File: src/rtl/param_acc_processor_pkg.sv
// rtl/param_acc_processor_pkg.sv - opcode and sequencer state definitions for the accumulator processor
package acc_cpu_pkg;

  localparam logic [3:0] OP_NOP = 4'h0;
  localparam logic [3:0] OP_LDI = 4'h1;
  localparam logic [3:0] OP_LD  = 4'h2;
  localparam logic [3:0] OP_ST  = 4'h3;
  localparam logic [3:0] OP_ADD = 4'h4;
  localparam logic [3:0] OP_SUB = 4'h5;
  localparam logic [3:0] OP_AND = 4'h6;
  localparam logic [3:0] OP_OR  = 4'h7;
  localparam logic [3:0] OP_XOR = 4'h8;
  localparam logic [3:0] OP_IN  = 4'h9;
  localparam logic [3:0] OP_OUT = 4'hA;
  localparam logic [3:0] OP_JMP = 4'hB;
  localparam logic [3:0] OP_JZ  = 4'hC;
  localparam logic [3:0] OP_JC  = 4'hD;
  localparam logic [3:0] OP_RSV = 4'hE;
  localparam logic [3:0] OP_HLT = 4'hF;

  typedef enum logic [2:0] {
    FETCH = 3'd0,
    EXEC  = 3'd1,
    IN    = 3'd2,
    OUT   = 3'd3,
    HALT  = 3'd4
  } state_e;

endpackage

File: src/rtl/param_acc_processor_if.sv
// rtl/param_acc_processor_if.sv - fetch, stream and status bundle of the accumulator processor
interface param_acc_processor_if #(
  parameter int DATA_W = 8,
  parameter int ADDR_W = 8
);
  localparam int INSTR_W = 4 + ADDR_W;

  logic               imem_req;
  logic [ADDR_W-1:0]  imem_addr;
  logic               imem_ack;
  logic [INSTR_W-1:0] imem_rdata;
  logic               in_valid;
  logic               in_ready;
  logic [DATA_W-1:0]  in_data;
  logic               out_valid;
  logic               out_ready;
  logic [DATA_W-1:0]  out_data;
  logic [ADDR_W-1:0]  pc;
  logic               halted;

  // processor side
  modport master (
    output imem_req, imem_addr, in_ready, out_valid, out_data, pc, halted,
    input  imem_ack, imem_rdata, in_valid, in_data, out_ready
  );

  // instruction memory / stream fabric side
  modport slave (
    input  imem_req, imem_addr, in_ready, out_valid, out_data, pc, halted,
    output imem_ack, imem_rdata, in_valid, in_data, out_ready
  );
endinterface

File: src/rtl/param_acc_processor_alu.sv
// rtl/param_acc_processor_alu.sv - combinational ALU producing result, carry/borrow and zero
module acc_alu
  import acc_cpu_pkg::*;
#(
  parameter int DATA_W = 8
) (
  input  logic [3:0]        op_i,
  input  logic [DATA_W-1:0] acc_i,
  input  logic [DATA_W-1:0] operand_i,
  output logic [DATA_W-1:0] result_o,
  output logic              carry_o,
  output logic              zero_o
);
  logic [DATA_W:0] sum;
  logic [DATA_W:0] diff;

  // the extra top bit of the difference is the borrow (acc < operand)
  assign sum  = {1'b0, acc_i} + {1'b0, operand_i};
  assign diff = {1'b0, acc_i} - {1'b0, operand_i};

  // result select; carry only matters for ADD/SUB, the top decides what to commit
  always_comb begin
    result_o = acc_i;
    carry_o  = 1'b0;
    case (op_i)
      OP_LDI, OP_LD: result_o = operand_i;
      OP_ADD: begin
        result_o = sum[DATA_W-1:0];
        carry_o  = sum[DATA_W];
      end
      OP_SUB: begin
        result_o = diff[DATA_W-1:0];
        carry_o  = diff[DATA_W];
      end
      OP_AND: result_o = acc_i & operand_i;
      OP_OR:  result_o = acc_i | operand_i;
      OP_XOR: result_o = acc_i ^ operand_i;
      default: result_o = acc_i;
    endcase
  end

  assign zero_o = (result_o == '0);
endmodule

File: src/rtl/param_acc_processor.sv
// rtl/param_acc_processor.sv - multi-cycle accumulator processor with data RAM and stream I/O
module param_acc_processor
  import acc_cpu_pkg::*;
#(
  parameter int DATA_W = 8,
  parameter int ADDR_W = 8
) (
  input  logic                   clk,
  input  logic                   reset,
  param_acc_processor_if.master  bus
);
  localparam int INSTR_W = 4 + ADDR_W;
  localparam int DEPTH   = 2 ** ADDR_W;

  state_e              state_q, state_d;
  logic [ADDR_W-1:0]   pc_q, pc_d, pc_inc;
  logic [DATA_W-1:0]   acc_q, acc_d;
  logic                z_q, z_d, c_q, c_d;
  logic [INSTR_W-1:0]  ir_q, ir_d;
  logic                out_valid_q, out_valid_d;
  logic [DATA_W-1:0]   out_data_q, out_data_d;
  logic [DATA_W-1:0]   mem [DEPTH];

  logic [3:0]          opcode;
  logic [ADDR_W-1:0]   addr_a;
  logic [DATA_W-1:0]   operand;
  logic [DATA_W-1:0]   alu_result;
  logic                alu_carry, alu_zero;
  logic                mem_we;

  assign opcode  = ir_q[INSTR_W-1 -: 4];
  assign addr_a  = ir_q[ADDR_W-1:0];
  assign pc_inc  = pc_q + ADDR_W'(1);
  assign operand = (opcode == OP_LDI) ? DATA_W'(addr_a) : mem[addr_a];

  acc_alu #(.DATA_W(DATA_W)) u_alu (
    .op_i      (opcode),
    .acc_i     (acc_q),
    .operand_i (operand),
    .result_o  (alu_result),
    .carry_o   (alu_carry),
    .zero_o    (alu_zero)
  );

  // sequencer: next state, pc, accumulator, flags and output-stream registers
  always_comb begin
    state_d     = state_q;
    pc_d        = pc_q;
    acc_d       = acc_q;
    z_d         = z_q;
    c_d         = c_q;
    ir_d        = ir_q;
    out_valid_d = out_valid_q;
    out_data_d  = out_data_q;
    mem_we      = 1'b0;
    case (state_q)
      FETCH: begin
        if (bus.imem_ack) begin
          ir_d    = bus.imem_rdata;
          state_d = EXEC;
        end
      end
      EXEC: begin
        state_d = FETCH;
        pc_d    = pc_inc;
        case (opcode)
          OP_LDI, OP_LD, OP_AND, OP_OR, OP_XOR: begin
            acc_d = alu_result;
            z_d   = alu_zero;
          end
          OP_ADD, OP_SUB: begin
            acc_d = alu_result;
            z_d   = alu_zero;
            c_d   = alu_carry;
          end
          OP_ST:  mem_we = 1'b1;
          OP_IN: begin
            pc_d    = pc_q;
            state_d = IN;
          end
          OP_OUT: begin
            pc_d        = pc_q;
            state_d     = OUT;
            out_valid_d = 1'b1;
            out_data_d  = acc_q;
          end
          OP_JMP: pc_d = addr_a;
          OP_JZ:  if (z_q) pc_d = addr_a;
          OP_JC:  if (c_q) pc_d = addr_a;
          OP_HLT: state_d = HALT;
          OP_NOP, OP_RSV: state_d = FETCH;
          default: state_d = FETCH;
        endcase
      end
      IN: begin
        if (bus.in_valid) begin
          acc_d   = bus.in_data;
          z_d     = (bus.in_data == '0);
          pc_d    = pc_inc;
          state_d = FETCH;
        end
      end
      OUT: begin
        if (bus.out_ready) begin
          out_valid_d = 1'b0;
          pc_d        = pc_inc;
          state_d     = FETCH;
        end
      end
      HALT:    state_d = HALT;
      default: state_d = FETCH;
    endcase
  end

  // architectural state; reset aborts any instruction in flight
  always_ff @(posedge clk or posedge reset) begin
    if (reset) begin
      state_q     <= FETCH;
      pc_q        <= '0;
      acc_q       <= '0;
      z_q         <= 1'b0;
      c_q         <= 1'b0;
      ir_q        <= '0;
      out_valid_q <= 1'b0;
      out_data_q  <= '0;
    end else begin
      state_q     <= state_d;
      pc_q        <= pc_d;
      acc_q       <= acc_d;
      z_q         <= z_d;
      c_q         <= c_d;
      ir_q        <= ir_d;
      out_valid_q <= out_valid_d;
      out_data_q  <= out_data_d;
    end
  end

  // data RAM is not reset; a store lands before the following EXEC can read it
  always_ff @(posedge clk) begin
    if (mem_we) mem[addr_a] <= acc_q;
  end

  assign bus.imem_req  = (state_q == FETCH);
  assign bus.imem_addr = pc_q;
  assign bus.in_ready  = (state_q == IN);
  assign bus.out_valid = out_valid_q;
  assign bus.out_data  = out_data_q;
  assign bus.pc        = pc_q;
  assign bus.halted    = (state_q == HALT);
endmodule

File: src/flat_wrapper.sv
// flat-port wrapper written by rule: the top's interface ports become plain ports
module param_acc_processor_flat import acc_cpu_pkg::*;
#(
  parameter int DATA_W = 8,
  parameter int ADDR_W = 8
)
  (clk, reset, bus_imem_req, bus_imem_addr, bus_in_ready, bus_out_valid, bus_out_data, bus_pc, bus_halted, bus_imem_ack, bus_imem_rdata, bus_in_valid, bus_in_data, bus_out_ready);
  param_acc_processor_if #(.DATA_W(DATA_W), .ADDR_W(ADDR_W)) bus_i ();
  input  logic clk;
  input  logic reset;
  output wire logic [$bits(bus_i.imem_req)-1:0] bus_imem_req;
  output wire logic [$bits(bus_i.imem_addr)-1:0] bus_imem_addr;
  output wire logic [$bits(bus_i.in_ready)-1:0] bus_in_ready;
  output wire logic [$bits(bus_i.out_valid)-1:0] bus_out_valid;
  output wire logic [$bits(bus_i.out_data)-1:0] bus_out_data;
  output wire logic [$bits(bus_i.pc)-1:0] bus_pc;
  output wire logic [$bits(bus_i.halted)-1:0] bus_halted;
  input wire logic [$bits(bus_i.imem_ack)-1:0] bus_imem_ack;
  input wire logic [$bits(bus_i.imem_rdata)-1:0] bus_imem_rdata;
  input wire logic [$bits(bus_i.in_valid)-1:0] bus_in_valid;
  input wire logic [$bits(bus_i.in_data)-1:0] bus_in_data;
  input wire logic [$bits(bus_i.out_ready)-1:0] bus_out_ready;
  assign bus_imem_req = bus_i.imem_req;
  assign bus_imem_addr = bus_i.imem_addr;
  assign bus_in_ready = bus_i.in_ready;
  assign bus_out_valid = bus_i.out_valid;
  assign bus_out_data = bus_i.out_data;
  assign bus_pc = bus_i.pc;
  assign bus_halted = bus_i.halted;
  assign bus_i.imem_ack = bus_imem_ack;
  assign bus_i.imem_rdata = bus_imem_rdata;
  assign bus_i.in_valid = bus_in_valid;
  assign bus_i.in_data = bus_in_data;
  assign bus_i.out_ready = bus_out_ready;
  param_acc_processor #(.DATA_W(DATA_W), .ADDR_W(ADDR_W)) u_core (.clk(clk), .reset(reset), .bus(bus_i));
endmodule
File: config.mk
export PLATFORM = sky130hd
export DESIGN_NAME = param_acc_processor_flat
export DESIGN_NICKNAME = d
export VERILOG_FILES = /design/src/rtl/param_acc_processor_pkg.sv /design/src/rtl/param_acc_processor_if.sv /design/src/rtl/param_acc_processor_alu.sv /design/src/rtl/param_acc_processor.sv /design/src/flat_wrapper.sv
export SDC_FILE = /design/constraint.sdc
export NUM_CORES = 2
export LEC_CHECK = 0
export CAP_MARGIN = 0
export CORE_ASPECT_RATIO = 0.9
export CORE_MARGIN = 5
export CORE_UTILIZATION = 50
export DETAILED_ROUTE_END_ITERATION = 10
export GPL_ROUTABILITY_DRIVEN = 0
export PLACE_DENSITY = 0.68
export SLEW_MARGIN = 20
export SYNTH_ARGS = -nofsm -noshare
export SYNTH_HDL_FRONTEND = slang
export SYNTH_HIERARCHICAL = 1
export SYNTH_SLANG_ARGS = --single-unit
export TNS_END_PERCENT = 30
File: constraint.sdc
create_clock -name clk -period 6.2 [get_ports clk]
set_input_delay 1.24 -clock clk [delete_from_list [all_inputs] [get_ports clk]]
set_output_delay 1.24 -clock clk [all_outputs]
set_load 0.02 [all_outputs]
==> impl_metrics.csv <==
group,metric,value,unit
synthesis,yosys_warnings,6,
route,wire_per_inst,32.1,um
pwr,pwr-share-seq,38.8,%
finish,area_growth,12.8,%
placed_design,postPlaceCellArea,0.0873,mm2
synthesis,synth_common_cells,"edfxtp_1, mux4_2, nor2_1",
critical_path,cp-start-kind,"flip-flop",
pwr,clkPwrFrac,25.3,%
synthesis,synth_top_family_by_area,"multiplexers",
synthesis,synth_area_leaders,"edfxtp_1, mux4_2, mux2i_1",
route,drc,0,
global_routing,gr-usage-all-layers,24.9,%
route,met3_length,26.4,mm
synthesis,yosys.area_share.adder,0.423,%
route,dr.max_layer_used,"met4",
pwr,leakagePower,29.3,nW
placed_design,io_buffer_count,52,
pwr,power_frac_comb,35.8,%
placed_design,dp_hpwl,136,mm
global_routing,grt_remaining_overflow,0,
critical_path,cp.required,6.94,ns
global_routing,grt_pass1_wl,312,mm
hold_path,hold_path.class,"reg2reg",
synthesis,syn_area,0.0833,mm2
route,ant_nets,0,
critical_path,rrSetupSlack,0.24,ns
pwr,powerDensity,506,mW/mm2
placed_design,pre_cts_ws,-0.00250,ns
die,ios,53,
synthesis,post_synth_num_cell_types,79,
sta,slew_violations,0,
synthesis,synth_area_leader_cell,"edfxtp_1",
sta,rsz0062_at_grt,"no",
die,core,0.166,mm2
critical_path,arrival,6.70,ns
run,cap_viol_max_count,0,
hold_path,hp-start,"u_core/bus.out_data[4]$_DFFE_PP0P_",
route,dr_wl_met2,96.2,mm
sta,tightest_slew,1.19,ns
synthesis,netlist_instances,4145,
critical_path,worstSetupPathType,"reg2reg",
critical_path,reg2reg_from,"u_core/ir_q[0]$_DFFE_PP0P_",
pwr,switching_share,35.0,%
clocking,hold_buffers,0,
route,drtPass1Iterations,8,
synthesis,synth_xor_area_share,0.0525,%
die,fp.dieArea,0.175,mm2
global_routing,grt_pass1_vias,42700,
sta,fin_skew,0.0536,ns
clocking,numCtsBuffers,202,
die,die_w,440,um
route,wl_met1,86.4,mm
global_routing,antenna_found_initial,2,
critical_path,r2r_end,"u_core/z_q$_DFFE_PP0P_",
die,initial_core_util,50.2,%
critical_path,reg2regPathDepth,17,
finish,design_area,0.0940,mm2
clocking,cts_buffer_depth,3,
route,drt_wl_total,218,mm
critical_path,path_max_fanout,19,
sta,timing.fmax,0.168,GHz
synthesis,synth-edff-count,2048,
hold_path,worstHoldPathCells,1,
global_routing,grt_max_degree,110,
run_status,status,"finished clean",
sta,hold_violations,0,
sta,tns,0,ns
finish,drive_above_1_share,23.8,%
synthesis,synth_mux_area_share,15.8,%
synthesis,synth_flop_cell,"edfxtp_1",
synthesis,synth.top_cell.area_share,73.8,%
synthesis,synth-simple-area-share,3.57,%
die,die_h,397,um
route,drtIter0Drc,5862,
synthesis,ys_seq_area_share,75.0,%
clocking,cts.clk_slew.worst_paths,0.06,ns
critical_path,end_kind,"flip-flop",
sta,slew_headroom,20.6,%
clocking,clock_latency,0.83,ns
finish,final_core_util,56.6,%
finish,finalNetCount,4422,
synthesis,synth_compound_area_share,3.17,%
route,via_per_inst,6.45,
pwr,p_int,31.0,mW
clocking,cts_tree,"built",
synthesis,synthArstFlopShare,2.01,%
pwr,power.switching,16.6,mW
sta,fin_crit_sh,96.1,%
synthesis,ys_seq_elements,2090,
die,row_count,142,
sta,setup_viol_count_final,0,
clocking,cts_num_sinks,2090,
synthesis,synth.most_common_cell,"edfxtp_1",
route,num_vias,43700,
sta,setup_ws,0.240,ns
pwr,ir_worst_vdd,335,uV
clocking,htreeDepth,4,
clocking,cts_root_buffer,"clkbuf_16",
synthesis,syn_area_per_cell,20.1,um2
sta,min_period,5.96,ns
pwr,finalPower,47.6,mW
synthesis,synth_fp_nets,4197,
hold_path,min_to,"u_core/bus.out_data[4]$_DFFE_PP0P_",
==> cell usage in the layout (no fill, tap or decap), types with 20 or more instances in the layout <==
cell type	n
a21oi_1	69
o22ai_1	20
edfxtp_1	2048
a22oi_1	52
clkinv_2	36
dfrtp_1	27
buf_12	32
nand4_1	22
clkbuf_1	48
nand2_1	129
o21ai_0	64
nand3_1	66
inv_1	29
mux4_2	508
mux2_2	21
nor3_1	31
clkbuf_16	203
buf_4	189
clkinv_1	46
nor2b_1	20
ha_1	25
mux2i_1	152
clkdlybuf4s50_1	52
a221oi_1	32
nor2_1	322
==> worst max-delay path by stage <==
stage / start / to / cells past startpoint
2_1_floorplan: u_core/acc_q[1]$_DFFE_PP0P_ / u_core/z_q$_DFFE_PP0P_ / 11
3_3_place_gp: u_core/ir_q[1]$_DFFE_PP0P_ / u_core/z_q$_DFFE_PP0P_ / 18
3_5_place_dp: u_core/ir_q[1]$_DFFE_PP0P_ / u_core/z_q$_DFFE_PP0P_ / 18
4_1_cts: u_core/ir_q[1]$_DFFE_PP0P_ / u_core/z_q$_DFFE_PP0P_ / 21
5_1_grt: u_core/ir_q[0]$_DFFE_PP0P_ / u_core/z_q$_DFFE_PP0P_ / 20
6_report: u_core/ir_q[0]$_DFFE_PP0P_ / u_core/z_q$_DFFE_PP0P_ / 17
==> critical path, stage by stage (launching register included) <==
cell and delay, ns:
dfrtp_4 0.73, buf_12 0.27, buf_12 0.23, mux4_2 0.52, mux4_2 0.53, a22oi_2 0.52, a41oi_2 0.34, ha_1 0.34
fa_1 0.44, nor3_1 0.24, nor3_1 0.12, a221oi_1 0.31, o211ai_1 0.25, a2111oi_2 0.40, nand4b_1 0.15, nor3_2 0.15
o21ai_0 0.10, a31oi_1 0.16
==> kinds of logic (layout without fill, tap and decap cells) <==
group,count (synthesis),after routing
fa+ha+maj,27,27
flops,2090,2090
mux,681,681
simple gates,669,669
xor+xnor,5,5
compound gates,382,382
buf+inv,291,687
other cells,0,1
==> power groups by stage <==
stage,logic [mW],clock network (mW),registers [mW]
floorplan,9.45,0,19.4
global placement,16.4,0,18.8
detailed placement,16.6,0,18.8
CTS,16.6,12.2,18.5
global route,17.8,12.9,18.5
finish,17.1,12.1,18.5
==> registers in the layout, indices dropped and copies added, names as in the netlist <==
name / cells
u_core/mem: 2048
u_core/ir_q: 12
u_core/acc_q: 8
u_core/bus.imem_addr: 8
u_core/bus.out_data: 8
u_core/state_q: 3
u_core/bus.out_valid: 1
u_core/c_q: 1
u_core/z_q: 1
==> metrics by stage <==
| stage | cells | hold slack (ns) |
|---|---|---|
| after floorplan | 4145 | 0.504 |
| after global routing | 6774 | 0.530 |
| after CTS | 6761 | 0.509 |
| after global placement | 6386 | 0.491 |
| after detailed placement | 6386 | 0.495 |
| final | 6774 | 0.502 |
==> what timing repair did <==
item	in CTS	in global routing
gates resized for setup	1	3
endpoints found under the setup margin	1	2
buffers inserted	0	9
==> routing by layer <==
layer,track usage [%],up-vias
met4,8.64,0
met3,7.07,451
li1,-,17600
met1,37.0,23000
met5,0,-
met2,35.6,2704
==> area by class of cell <==
type | count | area, um2
diodes | 1 | 2.50
well taps | 2232 | 2790
inverters | 33 | 125
multi-input cells | 1764 | 19300
flip-flops and latches | 2090 | 62600
clock buffers | 252 | 5270
repair buffers | 279 | 2680
clock inverters | 123 | 1230
fillers | 12100 | 72100
(Power assumes the default switching activity.)
